File: src/rtl/mem_arbiter_if.sv
// Bundles the two requester ports and the RAM-side strobes and data of the object-RAM arbiter.
// No logic of its own, so it adds no latency.
// Backpressure is a hold-until-ack handshake per requester; the modports only set signal direction.
interface mem_arbiter_if #(
    parameter int ADDR_W   = 7,
    parameter int WORD_W   = 32,
    parameter int STATUS_W = 2
);
    // requester 0: fetch/eval unit
    logic              m0_req;
    logic              m0_we;
    logic [ADDR_W-1:0] m0_addr;
    logic [WORD_W-1:0] m0_wdata;
    logic              m0_ack;
    logic [WORD_W-1:0] m0_rdata;
    logic              m0_err;

    // requester 1: allocator/GC
    logic              m1_req;
    logic              m1_we;
    logic [ADDR_W-1:0] m1_addr;
    logic [WORD_W-1:0] m1_wdata;
    logic              m1_ack;
    logic [WORD_W-1:0] m1_rdata;
    logic              m1_err;

    // single-port object RAM
    logic [ADDR_W-1:0]   ram_addr;
    logic [WORD_W-1:0]   ram_data;
    logic                ram_rden;
    logic                ram_wren;
    logic [WORD_W-1:0]   ram_q;
    logic [STATUS_W-1:0] ram_status;

    logic busy;

    // arbiter side
    modport slave (
        input  m0_req, m0_we, m0_addr, m0_wdata,
        input  m1_req, m1_we, m1_addr, m1_wdata,
        input  ram_q, ram_status,
        output m0_ack, m0_rdata, m0_err,
        output m1_ack, m1_rdata, m1_err,
        output ram_addr, ram_data, ram_rden, ram_wren,
        output busy
    );

    // requesters and RAM side
    modport master (
        output m0_req, m0_we, m0_addr, m0_wdata,
        output m1_req, m1_we, m1_addr, m1_wdata,
        output ram_q, ram_status,
        input  m0_ack, m0_rdata, m0_err,
        input  m1_ack, m1_rdata, m1_err,
        input  ram_addr, ram_data, ram_rden, ram_wren,
        input  busy
    );
endinterface

File: src/rtl/mem_arbiter.sv
// Round-robin arbiter sharing the single-port object RAM between fetch/eval (m0) and allocator/GC (m1).
// Latency: a request seen in IDLE cycle T is acked in cycle T+3; one access per 4 cycles.
// Backpressure: requesters hold req until their ack; new requests are sampled only in IDLE.
module mem_arbiter #(
    parameter int                  ADDR_W   = 7,
    parameter int                  WORD_W   = 32,   // WORD_SIZE of the core
    parameter int                  STATUS_W = 2,
    parameter logic [STATUS_W-1:0] MEM_OOB  = 1     // status_out code for an out-of-bounds access
) (
    input  logic          clk,
    input  logic          rst,
    mem_arbiter_if.slave  bus
);

    localparam logic [1:0] IDLE  = 2'd0;
    localparam logic [1:0] ISSUE = 2'd1;
    localparam logic [1:0] WAIT  = 2'd2;
    localparam logic [1:0] RESP  = 2'd3;

    logic [1:0]        state;
    logic              ptr;      // requester that wins the next contested grant
    logic              win;      // requester owning the transaction in flight
    logic              win_we;   // transaction in flight is a write

    logic              pick;
    logic              sel_we;
    logic [ADDR_W-1:0] sel_addr;
    logic [WORD_W-1:0] sel_wdata;

    // Choose the winner among the requests presented this cycle.
    always_comb begin
        pick = 1'b0;
        if (bus.m0_req && bus.m1_req) begin
            pick = ptr;
        end else begin
            pick = bus.m1_req;
        end
        sel_we    = pick ? bus.m1_we    : bus.m0_we;
        sel_addr  = pick ? bus.m1_addr  : bus.m0_addr;
        sel_wdata = pick ? bus.m1_wdata : bus.m0_wdata;
    end

    // Transaction sequencer; every output is a register updated here.
    // ram_addr/ram_data double as the latched address and write data of the transaction.
    always_ff @(posedge clk) begin
        if (rst) begin
            state        <= IDLE;
            ptr          <= 1'b0;
            win          <= 1'b0;
            win_we       <= 1'b0;
            bus.busy     <= 1'b0;
            bus.ram_addr <= '0;
            bus.ram_data <= '0;
            bus.ram_rden <= 1'b0;
            bus.ram_wren <= 1'b0;
            bus.m0_ack   <= 1'b0;
            bus.m0_rdata <= '0;
            bus.m0_err   <= 1'b0;
            bus.m1_ack   <= 1'b0;
            bus.m1_rdata <= '0;
            bus.m1_err   <= 1'b0;
        end else begin
            case (state)
                IDLE: begin
                    if (bus.m0_req || bus.m1_req) begin
                        state        <= ISSUE;
                        bus.busy     <= 1'b1;
                        win          <= pick;
                        win_we       <= sel_we;
                        ptr          <= ~pick;
                        bus.ram_addr <= sel_addr;
                        bus.ram_data <= sel_wdata;
                        bus.ram_rden <= ~sel_we;
                        bus.ram_wren <= sel_we;
                    end
                end
                ISSUE: begin
                    // RAM samples the strobes at this edge; q/status follow one cycle later
                    state        <= WAIT;
                    bus.ram_rden <= 1'b0;
                    bus.ram_wren <= 1'b0;
                end
                WAIT: begin
                    state <= RESP;
                    if (win) begin
                        if (!win_we) begin
                            bus.m1_rdata <= bus.ram_q;
                        end
                        bus.m1_err <= (bus.ram_status == MEM_OOB);
                        bus.m1_ack <= 1'b1;
                    end else begin
                        if (!win_we) begin
                            bus.m0_rdata <= bus.ram_q;
                        end
                        bus.m0_err <= (bus.ram_status == MEM_OOB);
                        bus.m0_ack <= 1'b1;
                    end
                end
                default: begin
                    // RESP: requests are ignored so a held req starts a fresh transaction in IDLE
                    state      <= IDLE;
                    bus.busy   <= 1'b0;
                    bus.m0_ack <= 1'b0;
                    bus.m1_ack <= 1'b0;
                end
            endcase
        end
    end

endmodule

File: src/flat_wrapper.sv
// flat-port wrapper written by rule: the top's interface ports become plain ports
module mem_arbiter_flat 
#(
    parameter int                  ADDR_W   = 7,
    parameter int                  WORD_W   = 32,                           
    parameter int                  STATUS_W = 2,
    parameter logic [STATUS_W-1:0] MEM_OOB  = 1                                                   
)
  (clk, rst, bus_m0_req, bus_m0_we, bus_m0_addr, bus_m0_wdata, bus_m1_req, bus_m1_we, bus_m1_addr, bus_m1_wdata, bus_ram_q, bus_ram_status, bus_m0_ack, bus_m0_rdata, bus_m0_err, bus_m1_ack, bus_m1_rdata, bus_m1_err, bus_ram_addr, bus_ram_data, bus_ram_rden, bus_ram_wren, bus_busy);
  mem_arbiter_if #(.ADDR_W(ADDR_W), .WORD_W(WORD_W), .STATUS_W(STATUS_W)) bus_i ();
  input  logic clk;
  input  logic rst;
  input wire logic [$bits(bus_i.m0_req)-1:0] bus_m0_req;
  input wire logic [$bits(bus_i.m0_we)-1:0] bus_m0_we;
  input wire logic [$bits(bus_i.m0_addr)-1:0] bus_m0_addr;
  input wire logic [$bits(bus_i.m0_wdata)-1:0] bus_m0_wdata;
  input wire logic [$bits(bus_i.m1_req)-1:0] bus_m1_req;
  input wire logic [$bits(bus_i.m1_we)-1:0] bus_m1_we;
  input wire logic [$bits(bus_i.m1_addr)-1:0] bus_m1_addr;
  input wire logic [$bits(bus_i.m1_wdata)-1:0] bus_m1_wdata;
  input wire logic [$bits(bus_i.ram_q)-1:0] bus_ram_q;
  input wire logic [$bits(bus_i.ram_status)-1:0] bus_ram_status;
  output wire logic [$bits(bus_i.m0_ack)-1:0] bus_m0_ack;
  output wire logic [$bits(bus_i.m0_rdata)-1:0] bus_m0_rdata;
  output wire logic [$bits(bus_i.m0_err)-1:0] bus_m0_err;
  output wire logic [$bits(bus_i.m1_ack)-1:0] bus_m1_ack;
  output wire logic [$bits(bus_i.m1_rdata)-1:0] bus_m1_rdata;
  output wire logic [$bits(bus_i.m1_err)-1:0] bus_m1_err;
  output wire logic [$bits(bus_i.ram_addr)-1:0] bus_ram_addr;
  output wire logic [$bits(bus_i.ram_data)-1:0] bus_ram_data;
  output wire logic [$bits(bus_i.ram_rden)-1:0] bus_ram_rden;
  output wire logic [$bits(bus_i.ram_wren)-1:0] bus_ram_wren;
  output wire logic [$bits(bus_i.busy)-1:0] bus_busy;
  assign bus_i.m0_req = bus_m0_req;
  assign bus_i.m0_we = bus_m0_we;
  assign bus_i.m0_addr = bus_m0_addr;
  assign bus_i.m0_wdata = bus_m0_wdata;
  assign bus_i.m1_req = bus_m1_req;
  assign bus_i.m1_we = bus_m1_we;
  assign bus_i.m1_addr = bus_m1_addr;
  assign bus_i.m1_wdata = bus_m1_wdata;
  assign bus_i.ram_q = bus_ram_q;
  assign bus_i.ram_status = bus_ram_status;
  assign bus_m0_ack = bus_i.m0_ack;
  assign bus_m0_rdata = bus_i.m0_rdata;
  assign bus_m0_err = bus_i.m0_err;
  assign bus_m1_ack = bus_i.m1_ack;
  assign bus_m1_rdata = bus_i.m1_rdata;
  assign bus_m1_err = bus_i.m1_err;
  assign bus_ram_addr = bus_i.ram_addr;
  assign bus_ram_data = bus_i.ram_data;
  assign bus_ram_rden = bus_i.ram_rden;
  assign bus_ram_wren = bus_i.ram_wren;
  assign bus_busy = bus_i.busy;
  mem_arbiter #(.ADDR_W(ADDR_W), .WORD_W(WORD_W), .STATUS_W(STATUS_W), .MEM_OOB(MEM_OOB)) u_core (.clk(clk), .rst(rst), .bus(bus_i));
endmodule
File: config.mk
export PLATFORM = sky130hd
export DESIGN_NAME = mem_arbiter_flat
export DESIGN_NICKNAME = d
export VERILOG_FILES = /design/src/rtl/mem_arbiter_if.sv /design/src/rtl/mem_arbiter.sv /design/src/flat_wrapper.sv
export SDC_FILE = /design/constraint.sdc
export NUM_CORES = 1
export LEC_CHECK = 0
export BUFFER_PORTS_ARGS = -buffer_cell sky130_fd_sc_hd__buf_2
export CAP_MARGIN = 20
export CORE_MARGIN = 3
export CORE_UTILIZATION = 40
export CTS_BUF_LIST = sky130_fd_sc_hd__clkbuf_8
export DETAILED_ROUTE_END_ITERATION = 8
export GPL_TIMING_DRIVEN = 0
export PLACE_DENSITY = 0.76
export SYNTH_ARGS = -nofsm -noshare
export SYNTH_HDL_FRONTEND = slang
export SYNTH_SLANG_ARGS = --single-unit
File: constraint.sdc
create_clock -name clk -period 1.55 [get_ports clk]
set_input_delay 0.3875 -clock clk [delete_from_list [all_inputs] [get_ports clk]]
set_output_delay 0.3875 -clock clk [all_outputs]
set_load 0.005 [all_outputs]
; ---- Word level (Yosys, flattened, before mapping)
; Index checks and enable logic that the tools add are counted.
[word_totals]
wordCells = 58
out_inout_bits = 110
latchBits = 0
ff_bits = 115
in_bits = 118
mem_count = 0
ramBits = 0
rom_bits = 0
[classes]
muxes = 16
order_cmp = 0
shifts = 0
bitwise = 6
div = 0
n_eq_ne = 6
add_sub_neg = 0
reduce_logical = 15
mul = 0
[ops]
columns = operator, n
row1 = 2-to-1 mux 32 bit, 1
row2 = AND reduction 2 bit, 7
row3 = case mux 1 bit (2 select lines), 5
row4 = 2-to-1 mux 1 bit, 7
row5 = 2-to-1 mux 7 bit, 1
row6 = NOT 1 bit, 6
row7 = case mux 2 bit (3 select lines), 1
row8 = AND reduction 3 bit, 2
row9 = == test 2 x 1 -> 1 bit (second input constant), 2
row10 = inequality test 2 x 1 -> 1 bit (second input constant), 2
row11 = OR reduction 2 bit, 2
row12 = == test 2 bit (second input constant), 1
row13 = logical NOT 2 bit, 1
row14 = 2-to-1 mux 2 bit, 1
row15 = inequality test 2 bit (second input constant), 1
row16 = nonzero test 2 bit, 1
row17 = logical AND 1 bit, 1
row18 = logical OR 1 bit, 1

; ---- Longest topological paths before layout
; Gate-level depths: netlist of run 1.
[logic_depth]
depth_word = 6
depth_mapped = 8

; ---- Worst setup path before layout of run 1
; No wires, ideal clock.
[synth_timing]
path_kind = reg-to-reg
from = register u_core.state[0]
to = register u_core.bus.ram_rden
path_slack_ns = -0.099
required_ns = 1.433
setup_time_ns = 0.117
period_less_slack_ns = 1.649
arrival_time_ns = 1.532
path_stages_with_launch = 8
cell_sequence = dfxtp_1 -> inv_1 -> ha_1 -> buf_2 -> or3b_1 -> o21ai_1 -> nor3_1 -> a32o_1
[synth_via]
elab_chain_cells = 3
elab_cells_between_ends = 6
[synth_rtl]
columns = element, line
row1 = start: declaration, mem_arbiter.sv:20  ; logic [1:0] state;
row2 = start signal: assignment, mem_arbiter.sv:47  ; state <= IDLE;
row3 = start signal: assignment, mem_arbiter.sv:66  ; state <= ISSUE;
row4 = start signal: assignment, mem_arbiter.sv:79  ; state <= WAIT;
row5 = == test 2 x 1 -> 1 bit / logical NOT 2 bit (equally long branches), mem_arbiter.sv:63  ; case (state)
row6 = nonzero test 2 bit (no source line) / inequality test 2 x 1 -> 1 bit (equally long branches), --
row7 = AND reduction 2 bit (no source line), --
row8 = end signal: assignment, mem_arbiter.sv:73  ; bus.ram_rden <= ~sel_we;
row9 = end: declaration, mem_arbiter_if.sv:44  ; output ram_addr, ram_data, ram_rden, ram_wren,
; Parallel ways exist; a longest one is shown, timed or not.
; A chain may end at the register's enable or synchronous reset.

; ---- Worst setup path in the final report of run 1
[layout_timing]
from = register u_core.state[0]
to = register u_core.bus.ram_data[29]
[layout_via]
elab_chain_cells = 2
[layout_rtl]
columns = element, line
row1 = logical NOT 2 bit, mem_arbiter.sv:63
row2 = AND reduction 2 bit (no source line), --
row3 = end signal: assignment, mem_arbiter.sv:72  ; bus.ram_data <= sel_wdata;
row4 = end: declaration, mem_arbiter_if.sv:44
; No other way between the ends.

==> key figures, run 1 <==
Run status
  – Status: finished, violations left
  – Failing checks: setup timing

Setup path
  – Reg2Reg Depth: 7
  – WP data arrival: 1880 ps
  – Crit path required time: 1860 ps
  – Worst setup EP type: flip-flop
  – Worst r2r dst: u_core.bus.ram_data[29]
  – Setup CP Type: flip-flop to flip-flop
  – Crit-path max FO: 10
  – Reg2reg start: u_core.state[0]
  – R2R Setup Slk: -30 ps
  – CP Launch Type: flip-flop

Die
  – Initial core utilization: 41.4%
  – Die Ht: 110 um
  – I/O Pins: 228
  – CORE AREA: 10,400 um^2
  – Die span in x: 110 um
  – Rows: 37
  – Die footprint: 12,000 um^2

Timing
  – Slew HR: 61.9%
  – Final hold violation count: 0
  – Slew Limit Fails: 0
  – Final setup violation count: 9
  – Period Utilization, post-route: 102%
  – Skew final: 13.3 ps
  – Maximum clock rate: 634 MHz
  – Minimum clock period: 1580 ps
  – Final WS setup: -26.1 ps
  – Setup tns final: -152 ps
  – Worst Max-Slew Pin Slew: 571 ps
  – RSZ-0062 raised after global routing: yes

Placement
  – PortBufs: 227
  – HPWL Detailed: 9830 um
  – Area after DPL: 5610 um^2
  – GPL Wtd Cong: 0.855

Routing
  – Top Metal Used: met4
  – DRC: 0
  – Antenna viol nets, final: 0
  – WL per Instance: 14.7 um
  – Met3 WL: 957 um
  – Routed met2 length: 6720 um
  – WL final: 13,000 um
  – 1st-iter DRT viols: 262
  – Met1 wire length: 5130 um
  – First-pass iteration count of the detailed router: 4
  – Vias/cell: 4.97
  – Vias: 4,400

Layout
  – Nets: 860
  – Syn-to-layout area delta: 46.6%
  – Final instance area: 6290 um^2
  – Ant. Diodes: 0
  – Layout cell share with drive strength beyond 1: 42.7%

Global routing
  – Initial antenna violation count: 0
  – Vias in the first global route: 4,122
  – Remaining global-route overflow: 0
  – First-pass GRT wire length: 19,900 um
  – Gr usage total: 21.2%
  – Pin count of the biggest net entering global routing: 17

Pwr
  – Leakage Power: 0.00296 uW
  – Worst VDD drop: 0.696 mV
  – Sequential share of power: 41.3%
  – Switch share: 29.2%
  – Proportion of power drawn by combinational gates: 26.6%
  – Power Dens Cells: 1420 nW/um^2
  – Clk network pwr share: 32.1%
  – Int Power: 6330 uW
  – Net Sw Power: 2610 uW

Synthesis
  – Post-synth cell types: 29
  – Synth top area cells: dfxtp_1, nand2_1, a221o_1
  – Most frequent cell after synthesis: nand2_1
  – Top cells by count, synth: nand2_1, dfxtp_1, a21oi_1, a221o_1, and2_1
  – Async SR Flop Fraction: 0%
  – Complex-gate fraction of the synthesized area: 19.2%
  – Syn Area/Cell: 8.90 um^2
  – Mapped Area: 4290 um^2
  – Synthesized Nets: 606
  – Post-synthesis xor/xnor area fraction: 0%
  – Post-synth top area share: 53.7%
  – Area leader, netlist: dfxtp_1
  – Synth Flop Type: dfxtp_1
  – Post-synthesis mux area share: 0.467%
  – Post-Synth Adder-Cell Area: 1.75%
  – Register area share after synthesis: 53.7%
  – Yosys warnings: 0
  – Post-synthesis simple-gate area fraction: 21.0%
  – EDFF count, synth: 0
  – Syn Inst Count: 482
  – Largest family of logic cells by synthesized area: simple AND/OR/NAND/NOR gates
  – Register bit total from synthesis: 115

Worst hold path
  – Hold Path End: u_core.bus.ram_data[4]
  – Hold Path Depth: 2
  – Hold Path Origin: bus_m1_wdata[4]
  – Worst min-delay path class: input pin to flip-flop

Clocking
  – Root Buffer: clkbuf_8
  – Clk slew on worst S/H paths: 80 ps
  – Clk sinks: 115
  – H-tree lvl count: 4
  – Maximum buffer depth of the clock tree: 2
  – CTS Buf Count: 17
  – TritonCTS clock tree: built
  – Skew-Pair Late Insertion Delay: 420 ps

Job
  – Max-cap viol count: 0
-- state kept, by name, indices dropped and copies added, names as in the netlist --
register / count
u_core.bus.m0_rdata: 32
u_core.bus.m1_rdata: 32
u_core.bus.ram_data: 32
u_core.bus.ram_addr: 7
u_core.state: 2
u_core.bus.busy: 1
u_core.bus.m0_ack: 1
u_core.bus.m0_err: 1
u_core.bus.m1_ack: 1
u_core.bus.m1_err: 1
u_core.bus.ram_rden: 1
u_core.bus.ram_wren: 1
u_core.ptr: 1
u_core.win: 1
u_core.win_we: 1
-- critical path, stage by stage (launching register included) --
cell and delay (ps):
dfxtp_4 360, inv_4 70, ha_4 160, nor2b_4 200, nor2_4 60, buf_6 140
buf_8 130, a221o_1 330
-- metal layers --
metal	up-vias	track usage, %
li1	2155	-
met1	2046	24.5
met2	181	37.1
met3	18	6.11
met4	0	7.75
met5	-	0
-- placed cells by master (no fill, tap or decap), types with 3 or more instances in the layout --
cell | Yosys | layout
buf_2 | 8 | 231
nand2_1 | 137 | 135
dfxtp_1 | 115 | 113
a21oi_1 | 72 | 67
and2_1 | 39 | 39
a221o_1 | 39 | 39
clkbuf_8 | 0 | 20
buf_4 | 0 | 11
clkbuf_4 | 0 | 8
buf_6 | 2 | 7
clkbuf_1 | 22 | 7
a21oi_2 | 0 | 5
nand3_1 | 5 | 5
clkinv_2 | 0 | 5
nor2_1 | 6 | 4
nor2b_4 | 1 | 3
o21ai_0 | 3 | 3
clkbuf_2 | 0 | 3
inv_1 | 3 | 3
nor3_1 | 3 | 3
ha_1 | 6 | 3
bufinv_16 | 0 | 3
-- through the flow --
stage / setup slack (ps) / power [uW] / hold slack (ps) / std cells / utilization (%)
2_1_floorplan: -3.40 / 4850 / 453 / 482 / -
3_3_place_gp: -334 / 5670 / 439 / 845 / 54.1
3_5_place_dp: -362 / 5740 / 443 / 845 / 54.1
4_1_cts: -23.2 / 8860 / 167 / 884 / 59.9
5_1_grt: -93.3 / 9430 / 163 / 885 / 60.6
6_report: -26.1 / 8950 / 185 / 885 / 60.6
-- worst max path at each step --
stage / startpoint / end / cells past startpoint
floorplan: u_core.state[1] / u_core.bus.ram_rden / 7
global placement: u_core.state[0] / u_core.bus.m1_rdata[19] / 8
detailed placement: u_core.state[0] / u_core.bus.m1_rdata[25] / 8
CTS: u_core.state[1] / u_core.bus.ram_data[24] / 7
global route: u_core.state[0] / u_core.bus.ram_data[23] / 7
finish: u_core.state[0] / u_core.bus.ram_data[29] / 7
-- timing repair --
action | in CTS | in global routing
hold buffers | 0 | 0
gates resized for setup | 49 | 25
setup endpoints to repair | 101 | 101
buffers inserted | 8 | 1
pin swaps | 9 | 6
-- logic make-up after synthesis --
kind of cell	count (synthesis)
AO/OA/AOI/OAI	120
buffers and inverters	38
flip-flops	115
adder cells (fa/ha/maj)	6
AND/OR/NAND/NOR	201
multiplexers	2
-- final cells by class --
cell class | instances | area [um^2]
plain buffers | 34 | 245
clock buffers | 20 | 275
clock inverters | 12 | 138
fillers | 952 | 4080
inverters | 3 | 16.3
multi-input cells | 329 | 1920
flip-flops and latches | 115 | 2310
well taps | 136 | 170
repair buffers | 236 | 1210
-- power groups by stage --
stage | combinational [uW] | clock [uW] | sequential (uW)
global placement | 1960 | 0 | 3710
CTS | 2270 | 2910 | 3690
floorplan | 1110 | 0 | 3740
global route | 2630 | 3050 | 3750
detailed placement | 2020 | 0 | 3720
finish | 2380 | 2870 | 3700
Note: power is estimated with default switching activity, not from simulation.
==> run 2, diff against run 1 <==
CELL_PAD_IN_SITES_DETAIL_PLACEMENT = 1   (was default)
CELL_PAD_IN_SITES_GLOBAL_PLACEMENT = 1   (was default)
CORE_UTILIZATION = 29   (was 40)
PLACE_DENSITY = 0.8   (was 0.76)
==> run 2 against run 1 <==
  * The run now ends clean
  * Non-clock buffer count increased by 8
  * Global-route usage down 2.1 points
  * Wire length grew 21%
  * Worst hold slack lost 15 ps
  * Clock power barely moved
  * Design area up 3.7%
  * Maximum frequency increased by 1.9%
  * Critical path depth did not move
  * Utilization is 15 points lower
==> key figures, run 2 (synthesis gave the netlist of run 1 again) <==
Run status
  – Status: complete, no violations

Worst hold path
  – Hold Path End: u_core.bus.ram_data[18]
  – Worst min-delay path class: input pin to flip-flop
  – Hold Path Depth: 2
  – Hold Path Origin: bus_m1_wdata[18]

Timing
  – Hold slack: 169 ps
  – Skew final: 9.98 ps
  – Maximum clock rate: 647 MHz
  – Final hold violation count: 0
  – Period Utilization, post-route: 99.8%
  – Worst Max-Slew Pin Slew: 611 ps
  – Minimum clock period: 1550 ps
  – Setup tns final: 0 ps
  – RSZ-0062 raised after global routing: yes
  – Slew HR: 59.3%
  – Final setup violation count: 0
  – Slew Limit Fails: 0

Clocking
  – TritonCTS clock tree: built
  – Maximum buffer depth of the clock tree: 2
  – H-tree lvl count: 4
  – Root Buffer: clkbuf_8
  – Skew-Pair Late Insertion Delay: 430 ps
  – Clk sinks: 115
  – Post-CTS Hold Fix Bufs: 0
  – Clk slew on worst S/H paths: 70 ps
  – CTS Buf Count: 17

Routing
  – DRC: 0
  – WL per Instance: 16.8 um
  – Antenna viol nets, final: 0
  – Vias: 4,534
  – First-pass iteration count of the detailed router: 4
  – 1st-iter DRT viols: 123
  – Vias/cell: 4.84
  – WL final: 15,800 um

Global routing
  – First-pass GRT wire length: 24,700 um
  – Vias in the first global route: 5,021
  – Gr usage total: 19.1%
  – Pin count of the biggest net entering global routing: 17
  – Initial antenna violation count: 0
  – Remaining global-route overflow: 0

Layout
  – Syn-to-layout area delta: 51.9%
  – Commonest non-fill, non-tap cell in the layout: buf_2
  – Layout cell share with drive strength beyond 1: 44.4%
  – Ant. Diodes: 0
  – Commonest cells after routing, fill and taps aside: buf_2, nand2_1, dfxtp_1
  – Nets: 868
  – Top Registers: u_core.bus.m0_rdata (32), u_core.bus.m1_rdata (32), u_core.bus.ram_data (32)
  – Layout filler cell count: 1,720

Die
  – Die footprint: 16,300 um^2
  – I/O Pins: 228
  – CORE AREA: 14,100 um^2
  – Die span in x: 128 um
  – Die Ht: 128 um
  – Rows: 43
  – Initial core utilization: 30.3%

Pwr
  – Net Sw Power: 2790 uW
  – Power Dens Cells: 1430 nW/um^2
  – Switch share: 30.0%
  – Clk network pwr share: 31.2%
  – Leakage Power: 0.00302 uW
  – Worst VDD drop: 0.496 mV
  – Pwr Total: 9300 uW
  – Sequential share of power: 40.0%
  – Int Power: 6510 uW
  – Proportion of power drawn by combinational gates: 28.9%

Setup path
  – Crit-path max FO: 5
  – Cell count along the critical path: 7
  – Setup CP Type: flip-flop to flip-flop
  – Reg2Reg Depth: 7
  – CP Launch Type: flip-flop
  – CP max stage delay: 390 ps
  – Worst setup EP type: flip-flop
  – R2R Setup Slk: 3 ps
  – Crit path required time: 1880 ps
  – Slowest stage cell, crit path: or3b_4
  – Critical path, cell by cell: inv_4 -> ha_4 -> buf_6 -> or3b_4 -> o21ai_4 -> nor3_2 -> a32o_1
  – CP delay by family, top: simple AND/OR/NAND/NOR gates
  – WP data arrival: 1870 ps
  – Worst r2r dst: u_core.bus.ram_rden
  – Reg2reg start: u_core.state[1]
  – CP Buf/Inv Count: 2

Placement
  – HPWL Detailed: 11,900 um
  – PortBufs: 227
  – GPL Wtd Cong: 0.777

Job
  – Max-cap viol count: 0
## run 2: changes by cell type in the layout (fill, tap and decap cells not counted), sizes merged
cell      delta
clkinvlp     +1
buf         +12
inv          +1
clkinv       -2
clkbuf       -4
## run 2: area by class of cell
type	instances	area, um^2	area share, %
Timing Repair Buffer	244	1310	20.0
Buffer	34	285	4.38
Multi-Input combinational cell	329	1960	30.1
Tap cell	180	225	3.46
Sequential cell	115	2310	35.4
Inverter	3	16.3	0.250
Clock inverter	12	139	2.13
Clock buffer	20	275	4.22
## run 2: metrics by stage
step	utilization (%)	cells	setup WS, ps	area, um^2
2_1_floorplan	-	482	-3.40	4310
3_3_place_gp	40.1	889	-371	5670
3_5_place_dp	40.1	889	-485	5670
4_1_cts	45.0	933	-16.6	6370
5_1_grt	46.1	937	-66.6	6520
6_report	46.1	937	3.29	6520
## run 2: worst max path at each step
stage | from | slack [ps] | to
2_1_floorplan | u_core.state[1] | -3 | u_core.bus.ram_rden
3_3_place_gp | u_core.state[0] | -370 | u_core.bus.m1_rdata[18]
3_5_place_dp | u_core.state[0] | -480 | u_core.bus.m1_rdata[22]
4_1_cts | u_core.state[1] | -20 | u_core.state[0]
5_1_grt | u_core.state[1] | -70 | u_core.bus.ram_data[23]
6_report | u_core.state[1] | 3 | u_core.bus.ram_rden
## run 2: power by group through the flow
| stage | clock network (uW) | logic, uW | registers [uW] |
|---|---|---|---|
| final | 2900 | 2680 | 3720 |
| after global routing | 3140 | 2940 | 3770 |
| after floorplan | 0 | 1110 | 3740 |
| after CTS | 2990 | 2520 | 3710 |
| after detailed placement | 0 | 2110 | 3740 |
| after global placement | 0 | 2010 | 3710 |
## run 2: what timing repair did
item / 4_1_cts / 5_1_grt
buffers inserted: 12 / 2
endpoints found under the setup margin: 102 / 102
gates cloned: 1 / 2
pin swaps: 5 / 6
resized for setup: 62 / 42
## run 2: metal layers
metal,wire [um],up-vias,global-route usage [%]
met1,6250,2186,21.1
li1,-,2179,-
met5,0,-,0
met2,8310,150,34.5
met4,203,0,6.49
met3,1020,19,6.06
